### src/rtl/wtc_7seg_pkg.sv
// Shared definitions for the 7-segment sequencer and the driver it feeds:
// sequencer state encoding, display mode codes and the blank encoding.
package wtc_7seg_pkg;

    typedef enum logic [1:0] {
        ST_IDLE = 2'd0,
        ST_SHOW = 2'd1,
        ST_GAP  = 2'd2
    } seq_state_e;

    // Mode codes understood by the 7-segment driver
    localparam logic [2:0] MODE_NORMAL = 3'd0;
    localparam logic [2:0] MODE_BLINK  = 3'd1;
    localparam logic [2:0] MODE_DOT    = 3'd2;

    // Blank encoding on the driver's blank input
    localparam logic BLANK_ON  = 1'b1;
    localparam logic BLANK_OFF = 1'b0;

    // Width of requester indices (up to four requesters)
    localparam int OWNER_W = 2;

endpackage

### src/rtl/wtc_rr_arbiter.sv
// Combinational round-robin pick: starting at ptr, the first set request
// bit wins. Produces a one-hot grant, its index and a valid flag.
module wtc_rr_arbiter
    import wtc_7seg_pkg::*;
#(
    parameter int NUM_REQ = 2
) (
    input  logic [NUM_REQ-1:0] req,
    input  logic [OWNER_W-1:0] ptr,
    output logic [NUM_REQ-1:0] grant,
    output logic [OWNER_W-1:0] grant_idx,
    output logic               grant_valid
);

    logic [3:0] req_ext;
    logic [2:0] cand;

    // Requests padded to four so candidate indices never go out of range
    always_comb begin
        req_ext = 4'(req);
    end

    // Scan pointer, pointer+1, ... (mod NUM_REQ) and keep the first hit
    always_comb begin
        grant_idx   = '0;
        grant_valid = 1'b0;
        cand        = '0;
        for (int i = 0; i < NUM_REQ; i++) begin
            cand = {1'b0, ptr} + 3'(i);
            if (cand >= 3'(NUM_REQ)) begin
                cand = cand - 3'(NUM_REQ);
            end
            if (!grant_valid && req_ext[cand[1:0]]) begin
                grant_valid = 1'b1;
                grant_idx   = cand[1:0];
            end
        end
    end

    // One-hot grant derived from the winning index
    always_comb begin
        grant = '0;
        for (int j = 0; j < NUM_REQ; j++) begin
            grant[j] = grant_valid && (grant_idx == OWNER_W'(j));
        end
    end

endmodule

### src/rtl/wtc_7seg_sequencer.sv
// Shares one 7-segment digit between several requesters. Each accepted
// request is latched and shown for HOLD_CYCLES clocks, followed by
// GAP_CYCLES blank clocks, with round-robin arbitration between requesters.
module wtc_7seg_sequencer
    import wtc_7seg_pkg::*;
#(
    parameter int NUM_REQ     = 2,
    parameter int HOLD_CYCLES = 25000000,
    parameter int GAP_CYCLES  = 2500000
) (
    input  logic                   i_clk,
    input  logic                   i_rst_n,
    input  logic [NUM_REQ-1:0]     i_req,
    input  logic [4*NUM_REQ-1:0]   i_value,
    input  logic [3*NUM_REQ-1:0]   i_mode,
    input  logic                   i_flush,
    output logic [NUM_REQ-1:0]     o_ack,
    output logic [3:0]             o_binary_num,
    output logic [2:0]             o_mode,
    output logic                   o_blank,
    output logic [OWNER_W-1:0]     o_owner,
    output logic                   o_busy
);

    localparam int MAX_CYC = (HOLD_CYCLES > GAP_CYCLES) ? HOLD_CYCLES : GAP_CYCLES;
    localparam int CNT_W   = $clog2(MAX_CYC + 1);

    // Terminal values are compared for equality, so the counter never wraps
    localparam logic [CNT_W-1:0] HOLD_LAST = CNT_W'(HOLD_CYCLES - 1);
    localparam logic [CNT_W-1:0] GAP_LAST  = CNT_W'((GAP_CYCLES > 0) ? (GAP_CYCLES - 1) : 0);

    seq_state_e         state_q, state_d;
    logic [CNT_W-1:0]   cnt_q, cnt_d;
    logic [OWNER_W-1:0] ptr_q, ptr_d;
    logic [NUM_REQ-1:0] ack_q, ack_d;
    logic [3:0]         num_q, num_d;
    logic [2:0]         mode_q, mode_d;
    logic               blank_q, blank_d;
    logic [OWNER_W-1:0] owner_q, owner_d;
    logic               busy_q, busy_d;

    logic [NUM_REQ-1:0] grant;
    logic [OWNER_W-1:0] grant_idx;
    logic               grant_valid;
    logic [3:0]         sel_value;
    logic [2:0]         sel_mode;
    logic [OWNER_W-1:0] ptr_after_grant;

    wtc_rr_arbiter #(
        .NUM_REQ (NUM_REQ)
    ) u_arbiter (
        .req         (i_req),
        .ptr         (ptr_q),
        .grant       (grant),
        .grant_idx   (grant_idx),
        .grant_valid (grant_valid)
    );

    // Select the winning requester's digit and mode slices
    always_comb begin
        sel_value = '0;
        sel_mode  = '0;
        for (int k = 0; k < NUM_REQ; k++) begin
            if (grant_idx == OWNER_W'(k)) begin
                sel_value = i_value[4*k +: 4];
                sel_mode  = i_mode[3*k +: 3];
            end
        end
    end

    // Pointer moves just past the winner so it competes last next time
    always_comb begin
        if (grant_idx == OWNER_W'(NUM_REQ - 1)) begin
            ptr_after_grant = '0;
        end else begin
            ptr_after_grant = grant_idx + OWNER_W'(1);
        end
    end

    // Next-state and next-output logic; flush overrides every state
    always_comb begin
        state_d = state_q;
        cnt_d   = cnt_q;
        ptr_d   = ptr_q;
        ack_d   = '0;
        num_d   = num_q;
        mode_d  = mode_q;
        blank_d = blank_q;
        owner_d = owner_q;
        busy_d  = busy_q;

        if (i_flush) begin
            state_d = ST_IDLE;
            cnt_d   = '0;
            blank_d = BLANK_ON;
            busy_d  = 1'b0;
        end else begin
            case (state_q)
                ST_IDLE: begin
                    blank_d = BLANK_ON;
                    busy_d  = 1'b0;
                    if (grant_valid) begin
                        state_d = ST_SHOW;
                        cnt_d   = '0;
                        ack_d   = grant;
                        num_d   = sel_value;
                        mode_d  = sel_mode;
                        owner_d = grant_idx;
                        blank_d = BLANK_OFF;
                        busy_d  = 1'b1;
                        ptr_d   = ptr_after_grant;
                    end
                end
                ST_SHOW: begin
                    if (cnt_q == HOLD_LAST) begin
                        cnt_d   = '0;
                        blank_d = BLANK_ON;
                        if (GAP_CYCLES > 0) begin
                            state_d = ST_GAP;
                            busy_d  = 1'b1;
                        end else begin
                            state_d = ST_IDLE;
                            busy_d  = 1'b0;
                        end
                    end else begin
                        cnt_d = cnt_q + CNT_W'(1);
                    end
                end
                ST_GAP: begin
                    if (cnt_q == GAP_LAST) begin
                        state_d = ST_IDLE;
                        cnt_d   = '0;
                        blank_d = BLANK_ON;
                        busy_d  = 1'b0;
                    end else begin
                        cnt_d = cnt_q + CNT_W'(1);
                    end
                end
                default: begin
                    state_d = ST_IDLE;
                    cnt_d   = '0;
                    blank_d = BLANK_ON;
                    busy_d  = 1'b0;
                end
            endcase
        end
    end

    // State, counter, pointer and output registers with async reset
    always_ff @(posedge i_clk or negedge i_rst_n) begin
        if (!i_rst_n) begin
            state_q <= ST_IDLE;
            cnt_q   <= '0;
            ptr_q   <= '0;
            ack_q   <= '0;
            num_q   <= '0;
            mode_q  <= MODE_NORMAL;
            blank_q <= BLANK_ON;
            owner_q <= '0;
            busy_q  <= 1'b0;
        end else begin
            state_q <= state_d;
            cnt_q   <= cnt_d;
            ptr_q   <= ptr_d;
            ack_q   <= ack_d;
            num_q   <= num_d;
            mode_q  <= mode_d;
            blank_q <= blank_d;
            owner_q <= owner_d;
            busy_q  <= busy_d;
        end
    end

    assign o_ack        = ack_q;
    assign o_binary_num = num_q;
    assign o_mode       = mode_q;
    assign o_blank      = blank_q;
    assign o_owner      = owner_q;
    assign o_busy       = busy_q;

endmodule

### config.mk
export PLATFORM = sky130hd
export DESIGN_NAME = wtc_7seg_sequencer
export DESIGN_NICKNAME = d
export VERILOG_FILES = /design/src/rtl/wtc_7seg_pkg.sv /design/src/rtl/wtc_rr_arbiter.sv /design/src/rtl/wtc_7seg_sequencer.sv
export SDC_FILE = /design/constraint.sdc
export NUM_CORES = 1
export LEC_CHECK = 0
export ABC_AREA = 1
export BUFFER_PORTS_ARGS = -buffer_cell sky130_fd_sc_hd__buf_4
export CAP_MARGIN = 20
export CORE_ASPECT_RATIO = 0.7
export CORE_MARGIN = 1.5
export CORE_UTILIZATION = 40
export DETAILED_ROUTE_END_ITERATION = 12
export PLACE_DENSITY = 0.67
export SYNTH_ARGS = -nofsm -noshare
export SYNTH_HDL_FRONTEND = slang
export SYNTH_HIERARCHICAL = 1
export SYNTH_SLANG_ARGS = --single-unit
### constraint.sdc
create_clock -name i_clk -period 1.8 [get_ports i_clk]
set_input_delay 0.18 -clock i_clk [delete_from_list [all_inputs] [get_ports i_clk]]
set_output_delay 0.18 -clock i_clk [all_outputs]
set_load 0.005 [all_outputs]
== Word level (Yosys, flattened, before mapping) ==
Cells that the tools add are included.

* Add/subtract/negate cells: 5
* $lt $le $gt $ge: 4
* Equal/unequal tests: 8
* Multiplexer cells: 37
* Bitwise operators: 1
* Reduce and logical (&&, ||, !) cells: 9

{| class="wikitable"
|+ Operators with widths
! operator !! count
|-
| $mux W25 || 4
|-
| $pmux W25 S3 || 1
|-
| $add A25 B1 Y25 const B || 1
|-
| $eq A25 B22 Y1 const B || 1
|-
| $eq A25 B25 Y1 const B || 1
|-
| $mux W2 || 12
|-
| $mux W1 || 11
|-
| $mux W4 || 2
|-
| $lt A2 B3 Y1 const B || 2
|-
| $mux W3 || 2
|-
| $ne A3 B3 Y1 const B || 2
|-
| $pmux W1 S3 || 2
|-
| $pmux W2 S3 || 1
|-
| $reduce_and A3 Y1 || 2
|-
| $bmux W1 S2 || 2
|-
| $eq A2 B1 Y1 const B || 2
|-
| $logic_not A2 Y1 || 2
|-
| $sub A2 B2 Y2 const B || 2
|-
| $add A2 B1 Y3 const B || 1
|-
| $ge A3 B2 Y1 const B || 1
|-
| $logic_and A1 B1 Y1 || 3
|-
| $ne A3 B2 Y1 const B || 1
|-
| $add A2 B1 Y2 const B || 1
|-
| $eq A2 B2 Y1 const B || 1
|-
| 4 further kinds || 4
|}

* Register bits after elaboration: 42
* Input port bits: 19
* Output and inout bits: 13
* Word-level logic and storage cells: 73

== Depth between registers and ports, before layout ==
Gate-level depths: netlist of the first run.

* Word-level depth: 13
* Gate-level depth with buffers: 11

== Cells and area by module ==
Netlist of the first run, hierarchy kept.

{| class="wikitable"
|+ Modules (own cells, without submodules)
! module !! times used !! cells an instance !! area each (µm²) !! seq. area each (µm²)
|-
| wtc_7seg_sequencer || 1 || 402 || 2805.2 || 1052.3
|-
| wtc_rr_arbiter || 1 || 11 || 56.3 || 0.0
|}

== Worst setup path before layout of the first run ==
Ideal clock, no wire load.

* Path kind: register to register
* From: register cnt_q[0]
* To: register cnt_q[12]
* Data arrival time: 1.331 ns
* Path slack: 0.351 ns
* Cell stages (with the launch flop): 12
* Buffers on the path: 1
* Cell sequence: dfrtp_1 ha_1 nand2_2 inv_2 nand2_1 nor2_1 nand3_1 nand2_1 nand2_4 buf_6 nand3b_1 nand2_1

* Cells in the longest elaborated chain, start to end: 4
* Elaborated cells on any way between the ends: 7

{| class="wikitable"
|+ Ends and longest elaborated chain
! what !! RTL line !! text
|-
| start: declaration || wtc_7seg_sequencer.sv:33 || <nowiki>logic [CNT_W-1:0] cnt_q, cnt_d;</nowiki>
|-
| start signal: assignment || wtc_7seg_sequencer.sv:163 || <nowiki>cnt_q <= cnt_d;</nowiki>
|-
| $add A25 B1 Y25 (tied with other cells) || wtc_7seg_sequencer.sv:126, wtc_7seg_sequencer.sv:136 ||
|-
| $mux W25, on equally long branches || wtc_7seg_sequencer.sv:130, wtc_7seg_sequencer.sv:115 ||
|-
| $pmux W25 S3 * || wtc_7seg_sequencer.sv:98 || <nowiki>case (state_q)</nowiki>
|-
| $mux W25 * || wtc_7seg_sequencer.sv:92 || <nowiki>if (i_flush) begin</nowiki>
|}

Every way passes the cells marked *; elsewhere a longest branch is shown, timed or not.
A chain may end at the register's enable or synchronous reset.

== Final worst setup path of the first run ==
Ends and elaborated chain as after synthesis.

==> impl_metrics.env, run 1 <==
export IMPL_status="finished clean"
export IMPL_fin_crit_ns=1.654
export IMPL_start_kind="flop"
export IMPL_drt_first_iter_violations=138
export IMPL_ios=32
export IMPL_postSynthCellCount=413
export IMPL_rr_worst_depth=10
export IMPL_worst_pin_slew_ns=0.5492
export IMPL_core_um2=6850
export IMPL_diodes=0
export IMPL_hp_class="primary input to flop"
export IMPL_fp_dieH_um=73.77
export IMPL_synthTopCellsByCount="nand2_1, nor2_1, nand3_1"
export IMPL_place_hpwl_um=5143
export IMPL_grt_use_total=0.1911
export IMPL_p_leak_nw=1.521
export IMPL_clk_latency_ns=0.30
export IMPL_ys_warn_count=6
export IMPL_rows=25
export IMPL_io_buffers=31
export IMPL_drive_gt1_frac=0.1869
export IMPL_finalSetupTns_ns=0
export IMPL_synthMostInstantiatedCell="nand2_1"
export IMPL_p_total_mw=2.972
export IMPL_cts_tree="yes"
export IMPL_grt_setup_unrepaired="false"
export IMPL_synth_async_reset_ratio=1.000
export IMPL_cp_required_ns=1.98
export IMPL_power_density_nw_per_um2=899.1
export IMPL_hold_path_end="o_ack[0]"
export IMPL_path_class="flop to flop"
export IMPL_cts_buffer_depth=2
export IMPL_holdWs_ns=0.1179
export IMPL_seqPwrFrac=0.415
export IMPL_slew_viol_final=0
export IMPL_synth_top_area_cell="dfrtp_1"
export IMPL_ys_seq_elements=42
export IMPL_holdPathStages=4
export IMPL_syn_num_nets=437
export IMPL_synth_area_um2=2861
export IMPL_reg2reg_from="cnt_q[0]"
export IMPL_final_setup_viol_count=0
export IMPL_power_share_clock=0.220
export IMPL_maxCapViolCount=0
export IMPL_switching_share=0.3674
export IMPL_synth_avg_cell_area_um2=6.929
export IMPL_clock_fmax_ghz=0.6048
export IMPL_finalCritPeriodShare=0.9186
export IMPL_gp_congestion=0.8983
export IMPL_intPower_mw=1.880
export IMPL_synth_top_area_share=0.3585
export IMPL_cts_clk_slew_worst_paths_ns=0.09
export IMPL_r2r_end="cnt_q[12]"
export IMPL_finalHoldViolations=0
export IMPL_viasPerCell=5.022
export IMPL_start_util=0.4177
export IMPL_ant_nets=0
export IMPL_die_w_um=104.1
export IMPL_hp_start="i_req[1]"
export IMPL_cts_buffers=5
export IMPL_grt_pass1_wl_um=11760
export IMPL_routed_wirelength_um=6966
export IMPL_area_growth_pct=15.52
export IMPL_wl_per_cell_um=12.95
export IMPL_antenna_found_initial=0
export IMPL_dr_pass1_iters=5
export IMPL_ys_top_cells_by_area="dfrtp_1, nand2_1, nand3_1"
export IMPL_synth_edf_count=0
export IMPL_ir_drop_mv=0.3676
export IMPL_grt_pass1_vias=2381
export IMPL_ys_seq_area_frac=0.3677
export IMPL_root_buffer="clkbuf_8"
export IMPL_stdcell_count=538
export IMPL_cts_sinks=42
export IMPL_htreeDepth=2
export IMPL_dieArea_um2=7678
export IMPL_rrSetupSlack_ns=0.15
export IMPL_grt_max_degree=43
export IMPL_crit_fanout=26
export IMPL_switching_power_mw=1.092
export IMPL_placed_cell_area_um2=3182
export IMPL_placedCellCount=529
export IMPL_route_vias_total=2702
export IMPL_layout_nets=467
export IMPL_design_area_um2=3306
export IMPL_worst_setup_path_end_kind="flop"
export IMPL_synth_ff_type="dfrtp_1"
export IMPL_slew_headroom=0.6339
export IMPL_remaining_drc_errors=0
export IMPL_p_comb_frac=0.365
export IMPL_grt_overflow_total=0
export IMPL_arrival_ns=1.84
export IMPL_synth_distinct_cells=29
export IMPL_skew_ns=0.01477
export IMPL_fillers=676
[per-layer routing]
metal  share of wire  global-route usage
met1            0.53              0.2965
met2            0.40              0.2693
met3           0.061             0.03727
met4          0.0082             0.04167
met5               0                   0
[state kept, by name (all words and copies together) (netlist names)]
| signal | cells |
|---|---|
| cnt_q | 25 |
| o_binary_num | 4 |
| state_q | 2 |
| o_ack | 2 |
| o_mode | 3 |
| o_busy | 1 |
| o_blank | 1 |
| o_owner | 2 |
| ptr_q | 2 |
[logic make-up after synthesis]
kind of cell | synth area share
adder cells (fa/ha/maj) | 0.02186
other | 0.001311
flip-flops | 0.3677
XOR/XNOR | 0.03979
AND/OR/NAND/NOR | 0.4346
buffers and inverters | 0.09357
AO/OA/AOI/OAI | 0.04110
[per-stage QoR]
step	util	setup slack, ns
CTS	0.4798	0.09209
detailed placement	0.4645	0.1160
global route	0.4826	0.02874
global placement	0.4645	0.1492
finish	0.4826	0.1465
floorplan	-	0.3508
[critical path, stage by stage (launching register included)]
cell and delay, ns:
dfrtp_1 0.39, ha_1 0.19, nand2_2 0.09, inv_2 0.09, nand3_2 0.10, nor3_2 0.12, nand2_1 0.08, nand2_2 0.12
nand2_8 0.15, nand3b_1 0.13, nand2_1 0.05
[cell usage in the layout, fill, tap and decap left out, drive strengths merged, types with 7 or more instances in the layout]
| master | n |
|---|---|
| nand2 | 128 |
| nor2 | 60 |
| nand3 | 55 |
| inv | 44 |
| dfrtp | 41 |
| buf | 39 |
| xor2 | 13 |
| nand4 | 12 |
| a21oi | 10 |
| nand3b | 9 |
| a31oi | 7 |
[what timing repair did]
action | 4_1_cts | 5_1_grt
hold buffers | 1 | 0
endpoints found under the hold margin | 41 | 0
buffers inserted | 0 | 0
resized for setup | 0 | 5
endpoints found under the setup margin | 0 | 27
[how the worst max path moves through the flow]
stage,startpoint,endpoint,slack [ns],depth (start not counted)
floorplan,cnt_q[0],cnt_q[12],0.35,11
detailed placement,state_q[0],cnt_q[11],0.12,8
CTS,state_q[0],cnt_q[11],0.09,8
finish,cnt_q[0],cnt_q[12],0.15,10
global placement,state_q[0],cnt_q[11],0.15,8
global route,cnt_q[0],cnt_q[10],0.03,10
[power groups by stage]
stage	combinational [mW]	sequential [mW]	clock, mW
after floorplan	0.640	1.25	0
after global placement	1.06	1.25	0
after detailed placement	1.07	1.25	0
after CTS	1.07	1.23	0.673
after global routing	1.21	1.26	0.719
final	1.09	1.23	0.654
[area by class of cell]
class,instances,area [um2],area share
multi-input combinational,310,1560,0.4720
tap,94,117.6,0.03558
sequential,42,1052,0.3183
timing repair buffer,40,315.3,0.09538
clock inverter,2,12.51,0.003785
clock buffer,6,82.58,0.02498
inverter,44,165.2,0.04996
No activity file was read; power rests on OpenSTA's default activity.
==> run 2, diff against run 1 <==
- CORE_UTILIZATION: 40 -> 45
- PLACE_DENSITY: 0.67 -> 0.75
- clock period: 1.8 -> 1.5 ns (I/O delays scaled with it)
==> run 2 against run 1 <==
The flow now finishes with violations (setup timing); utilization grew 15 points; largest cell class unchanged; clock-buffer cell count unchanged; critical path type unchanged; worst setup slack got worse by 0.32 ns.
==> impl_metrics.env, run 2 (same netlist as run 1, synthesis figures left out) <==
export IMPL_status="finished with violations"
export IMPL_violations="setup timing"
export IMPL_place_hpwl_um=5760
export IMPL_critPathSlowestCell="dfrtp_1"
export IMPL_finalCritPeriodShare=1.117
export IMPL_final_common_cell="nand2_1"
export IMPL_finalSetupTns_ns=-3.896
export IMPL_layout_nets=523
export IMPL_diodes=0
export IMPL_grt_setup_unrepaired="true"
export IMPL_core_um2=6186
export IMPL_arrival_ns=1.87
export IMPL_place_ws_ns=-0.1243
export IMPL_placedCellCount=560
export IMPL_p_total_mw=4.156
export IMPL_multi_input_area_um2=1733
export IMPL_fp_dieH_um=69.72
export IMPL_final_core_util=0.6335
export IMPL_ant_nets=0
export IMPL_fin_crit_ns=1.676
export IMPL_dieArea_um2=6854
export IMPL_path_cells="ha_4, nand2_4, inv_4, nand3_4, nor3_2, nand2_1, nand2_4, nand2_8, nand3b_1, nand2_1"
export IMPL_worst_pin_slew_ns=0.5485
export IMPL_cp_required_ns=1.69
export IMPL_largest_reg_flops=25
export IMPL_drt_first_iter_violations=266
export IMPL_htreeDepth=2
export IMPL_grt_pass1_wl_um=13440
export IMPL_root_buffer="clkbuf_8"
export IMPL_hp_class="primary input to flop"
export IMPL_drive_gt1_frac=0.3220
export IMPL_viasPerCell=5.363
export IMPL_cts_sinks=42
export IMPL_final_setup_viol_count=29
export IMPL_antenna_found_initial=0
export IMPL_maxCapViolCount=0
export IMPL_top_register="cnt_q"
export IMPL_slew_viol_final=0
export IMPL_max_stage_delay_ns=0.40
export IMPL_rows=24
export IMPL_routed_wirelength_um=8698
export IMPL_die_w_um=98.31
export IMPL_start_kind="flop"
export IMPL_stdcell_count=578
export IMPL_grt_overflow_total=0
export IMPL_ios=32
export IMPL_timing_final_ws_setup_ns=-0.1757
export IMPL_gp_congestion=0.9538
export IMPL_clk_latency_ns=0.30
export IMPL_power_density_nw_per_um2=1060
export IMPL_cts_buffers=5
export IMPL_cpLargestDelayFamily="simple AND/OR/NAND/NOR gates"
export IMPL_ir_drop_mv=0.6238
export IMPL_slew_headroom=0.6343
export IMPL_fillers=519
export IMPL_area_growth_pct=36.95
export IMPL_clock_fmax_ghz=0.5968
export IMPL_path_class="flop to flop"
export IMPL_layout_common_cells="nand2_1, buf_4, nor2_1"
export IMPL_start_util=0.4626
export IMPL_route_vias_total=3100
export IMPL_cts_clk_slew_worst_paths_ns=0.09
export IMPL_grt_use_total=0.2414
export IMPL_finalHoldViolations=0
export IMPL_p_leak_nw=1.850
export IMPL_cts_buffer_depth=2
export IMPL_remaining_drc_errors=0
export IMPL_cts_tree="yes"
export IMPL_critPathBufInv=1
export IMPL_regArea_um2=1056
export IMPL_grt_max_degree=43
export IMPL_skew_ns=0.008331
export IMPL_wl_per_cell_um=15.05
export IMPL_io_buffers=31
export IMPL_worst_setup_path_end_kind="flop"
export IMPL_grt_pass1_vias=2909
export IMPL_crit_fanout=7
export IMPL_dr_pass1_iters=5
[run 2: tightest hold or removal path, delay by kind of cell]
kind	cells	cell delay, ns
buffers and inverters	2	0.13
AO/OA/AOI/OAI	1	0.05
AND/OR/NAND/NOR	1	0.04
[run 2: what timing repair did]
item                       in CTS  in global routing
hold endpoints to repair       41                  0
pin swaps                       4                 21
resized for setup              12                 31
setup endpoints to repair      28                 42
buffers inserted                0                  5
cloned                          1                  3
hold buffers                    1                  0
[run 2: power by group]
part	total, mW	switching [mW]	internal (mW)
logic	1.77	1.02	0.749
clock network	0.916	0.419	0.497
registers	1.47	0.120	1.35
[run 2: final timing paths]
check | start | end | slack (ns) | cells after the start
setup / recovery | cnt_q[1] | cnt_q[3] | -0.18 | 10
hold / removal | i_req[1] | o_ack[0] | 0.09 | 4
setup reg to reg | cnt_q[1] | cnt_q[3] | -0.18 | 10
hold reg to reg | o_owner[1] | o_owner[1] | 0.48 | 2
max in group asynchronous | i_rst_n | cnt_q[18] | 0.70 | 2
min in group asynchronous | i_rst_n | state_q[0] | 0.39 | 2
[run 2: area by class of cell]
class / instances / area share
Tap cell: 78 / 0.02490
Sequential cell: 42 / 0.2695
Clock inverter: 2 / 0.009579
Clock buffer: 6 / 0.01852
Multi-Input combinational cell: 313 / 0.4422
Inverter: 44 / 0.04278
Timing Repair Buffer: 93 / 0.1925
[run 2: per-layer routing]
metal | global-route usage | part of all wire
met1 | 0.3605 | 0.47
met2 | 0.3584 | 0.45
met3 | 0.03730 | 0.063
met4 | 0.07355 | 0.016
met5 | 0 | 0
[run 2: stage by stage]
stage	hold WS (ns)	cell area [um2]
after floorplan	-0.1456	2861
after global placement	0.1705	3527
after detailed placement	0.1772	3527
after CTS	0.09201	3717
after global routing	0.1122	3919
final	0.09148	3919
==> run 3, diff against run 2 <==
- PLACE_DENSITY: 0.75 -> default
- PLACE_DENSITY_LB_ADDON: default -> 0.3
==> run 3 against run 2 <==
The run still ends with setup timing left; sequential share of layout area decreased by 0.54 points; worst setup slack improved by 0.057 ns; die area is the same; flip-flop and latch count unchanged; sequential power about the same; utilization rose by 1.5 points; routed wire length up 0.15%; global-route usage decreased by 0.34 points; maximum frequency is 3.5% higher; critical endpoint is now cnt_q[24]; largest cell class unchanged.
==> impl_metrics.env, run 3 (same netlist as run 1, synthesis figures left out) <==
export IMPL_drt_first_iter_violations=195
export IMPL_htreeDepth=2
export IMPL_holdWs_ns=0.1215
export IMPL_wl_per_cell_um=15.04
export IMPL_hp_class="primary input to flop"
export IMPL_largest_reg_flops=25
export IMPL_stdcell_count=579
export IMPL_grt_overflow_total=0
export IMPL_ir_drop_mv=0.5816
export IMPL_area_growth_pct=40.10
export IMPL_top_register="cnt_q"
export IMPL_reg2reg_from="cnt_q[0]"
export IMPL_grt_use_total=0.2380
export IMPL_start_util=0.4626
export IMPL_placed_cell_area_um2=3515
export IMPL_start_kind="flop"
export IMPL_clk_latency_ns=0.30
export IMPL_route_vias_total=3051
export IMPL_multi_input_area_um2=1819
export IMPL_dieArea_um2=6854
export IMPL_finalCritPeriodShare=1.079
export IMPL_viasPerCell=5.269
export IMPL_rows=24
export IMPL_clock_fmax_ghz=0.6176
export IMPL_worst_pin_slew_ns=0.5242
export IMPL_regArea_um2=1059
export IMPL_cp_endpoint="cnt_q[24]"
export IMPL_ant_nets=0
export IMPL_rr_worst_depth=10
export IMPL_crit_fanout=6
export IMPL_cts_clk_slew_worst_paths_ns=0.09
export IMPL_r2r_end="cnt_q[24]"
export IMPL_diodes=0
export IMPL_finalHoldViolations=0
export IMPL_drive_gt1_frac=0.3613
export IMPL_io_buffers=31
export IMPL_slew_viol_final=0
export IMPL_violations="setup timing"
export IMPL_core_um2=6186
export IMPL_fillers=501
export IMPL_power_density_nw_per_um2=1038
export IMPL_place_ws_ns=-0.1137
export IMPL_timing_final_ws_setup_ns=-0.1191
export IMPL_place_hpwl_um=5828
export IMPL_status="finished with violations"
export IMPL_cts_buffer_depth=2
export IMPL_startpoint="cnt_q[0]"
export IMPL_routed_wirelength_um=8711
export IMPL_hp_start="i_req[1]"
export IMPL_antenna_found_initial=0
export IMPL_rrSetupSlack_ns=-0.12
export IMPL_layout_nets=524
export IMPL_grt_max_degree=43
export IMPL_grt_setup_unrepaired="true"
export IMPL_dr_pass1_iters=4
export IMPL_worst_setup_path_end_kind="flop"
export IMPL_grt_pass1_vias=2607
export IMPL_die_w_um=98.31
export IMPL_grt_pass1_wl_um=13010
export IMPL_final_setup_viol_count=29
export IMPL_p_leak_nw=1.903
export IMPL_final_core_util=0.6481
export IMPL_path_class="flop to flop"
export IMPL_gp_congestion=0.9548
export IMPL_p_total_mw=4.163
export IMPL_fp_dieH_um=69.72
export IMPL_root_buffer="clkbuf_8"
export IMPL_skew_ns=0.007564
export IMPL_cts_tree="yes"
export IMPL_ios=32
export IMPL_cts_buffers=5
export IMPL_arrival_ns=1.82
export IMPL_final_common_cell="nand2_1"
export IMPL_maxCapViolCount=0
export IMPL_design_area_um2=4009
export IMPL_cts_sinks=42
export IMPL_placedCellCount=560
export IMPL_finalSetupTns_ns=-2.300
export IMPL_fin_crit_ns=1.619
export IMPL_layout_common_cells="nand2_1, buf_4, nor2_1"
export IMPL_slew_headroom=0.6505
export IMPL_cp_required_ns=1.70
export IMPL_remaining_drc_errors=0
==> run 3: changes by cell type in the layout (fill, tap and decap cells not counted), moves of 3 or more <==
| cell | change |
|---|---|
| inv_1 | -3 |
| nor2_1 | -7 |
| nand3_2 | +3 |
| buf_6 | +5 |
| nor2_2 | +5 |
| nand3_1 | -3 |
==> run 3: final cells by class <==
type | instances | area share
multi-input cells | 313 | 0.4538
flip-flops and latches | 42 | 0.2640
repair buffers | 94 | 0.1873
inverters | 44 | 0.04307
well taps | 78 | 0.02434
clock buffers | 6 | 0.01810
clock inverters | 2 | 0.009363
==> run 3: timing repair <==
action                     4_1_cts  5_1_grt
hold endpoints to repair        41        0
gates cloned                     1        2
pin swaps                        3       16
resized for setup               18       57
buffers inserted                 1        6
hold buffers                     1        0
setup endpoints to repair       29       41
==> run 3: worst min-delay path by stage <==
| stage | slack, ns | endpoint | cells after the start |
|---|---|---|---|
| finish | 0.12 | o_ack[0] | 4 |
| global route | 0.12 | o_ack[0] | 4 |
| CTS | 0.11 | o_ack[0] | 4 |
| detailed placement | 0.17 | state_q[0] | 1 |
| global placement | 0.17 | o_ack[0] | 1 |
| floorplan | -0.15 | cnt_q[0] | 0 |
==> run 3: metal layers <==
| metal | track usage | wire, um |
|---|---|---|
| met1 | 0.3746 | 4213 |
| met2 | 0.3295 | 3789 |
| met3 | 0.05242 | 541 |
| met4 | 0.05164 | 166 |
| met5 | 0 | 0 |
==> run 3: report_power, final <==
group	switching, mW	internal (mW)	total, mW
logic	1.02	0.737	1.76
clock network	0.421	0.497	0.918
registers	0.129	1.35	1.48
==> run 3: worst max-delay path: stages (launching register included) <==
cell     delay (ns)
dfrtp_1        0.42
ha_4           0.17
nand2_4        0.07
inv_6          0.09
nand2_2        0.06
nor2_2         0.10
nand3_2        0.10
nand2_4        0.20
nand2_4        0.13
nand3_1        0.12
nand2_1        0.05
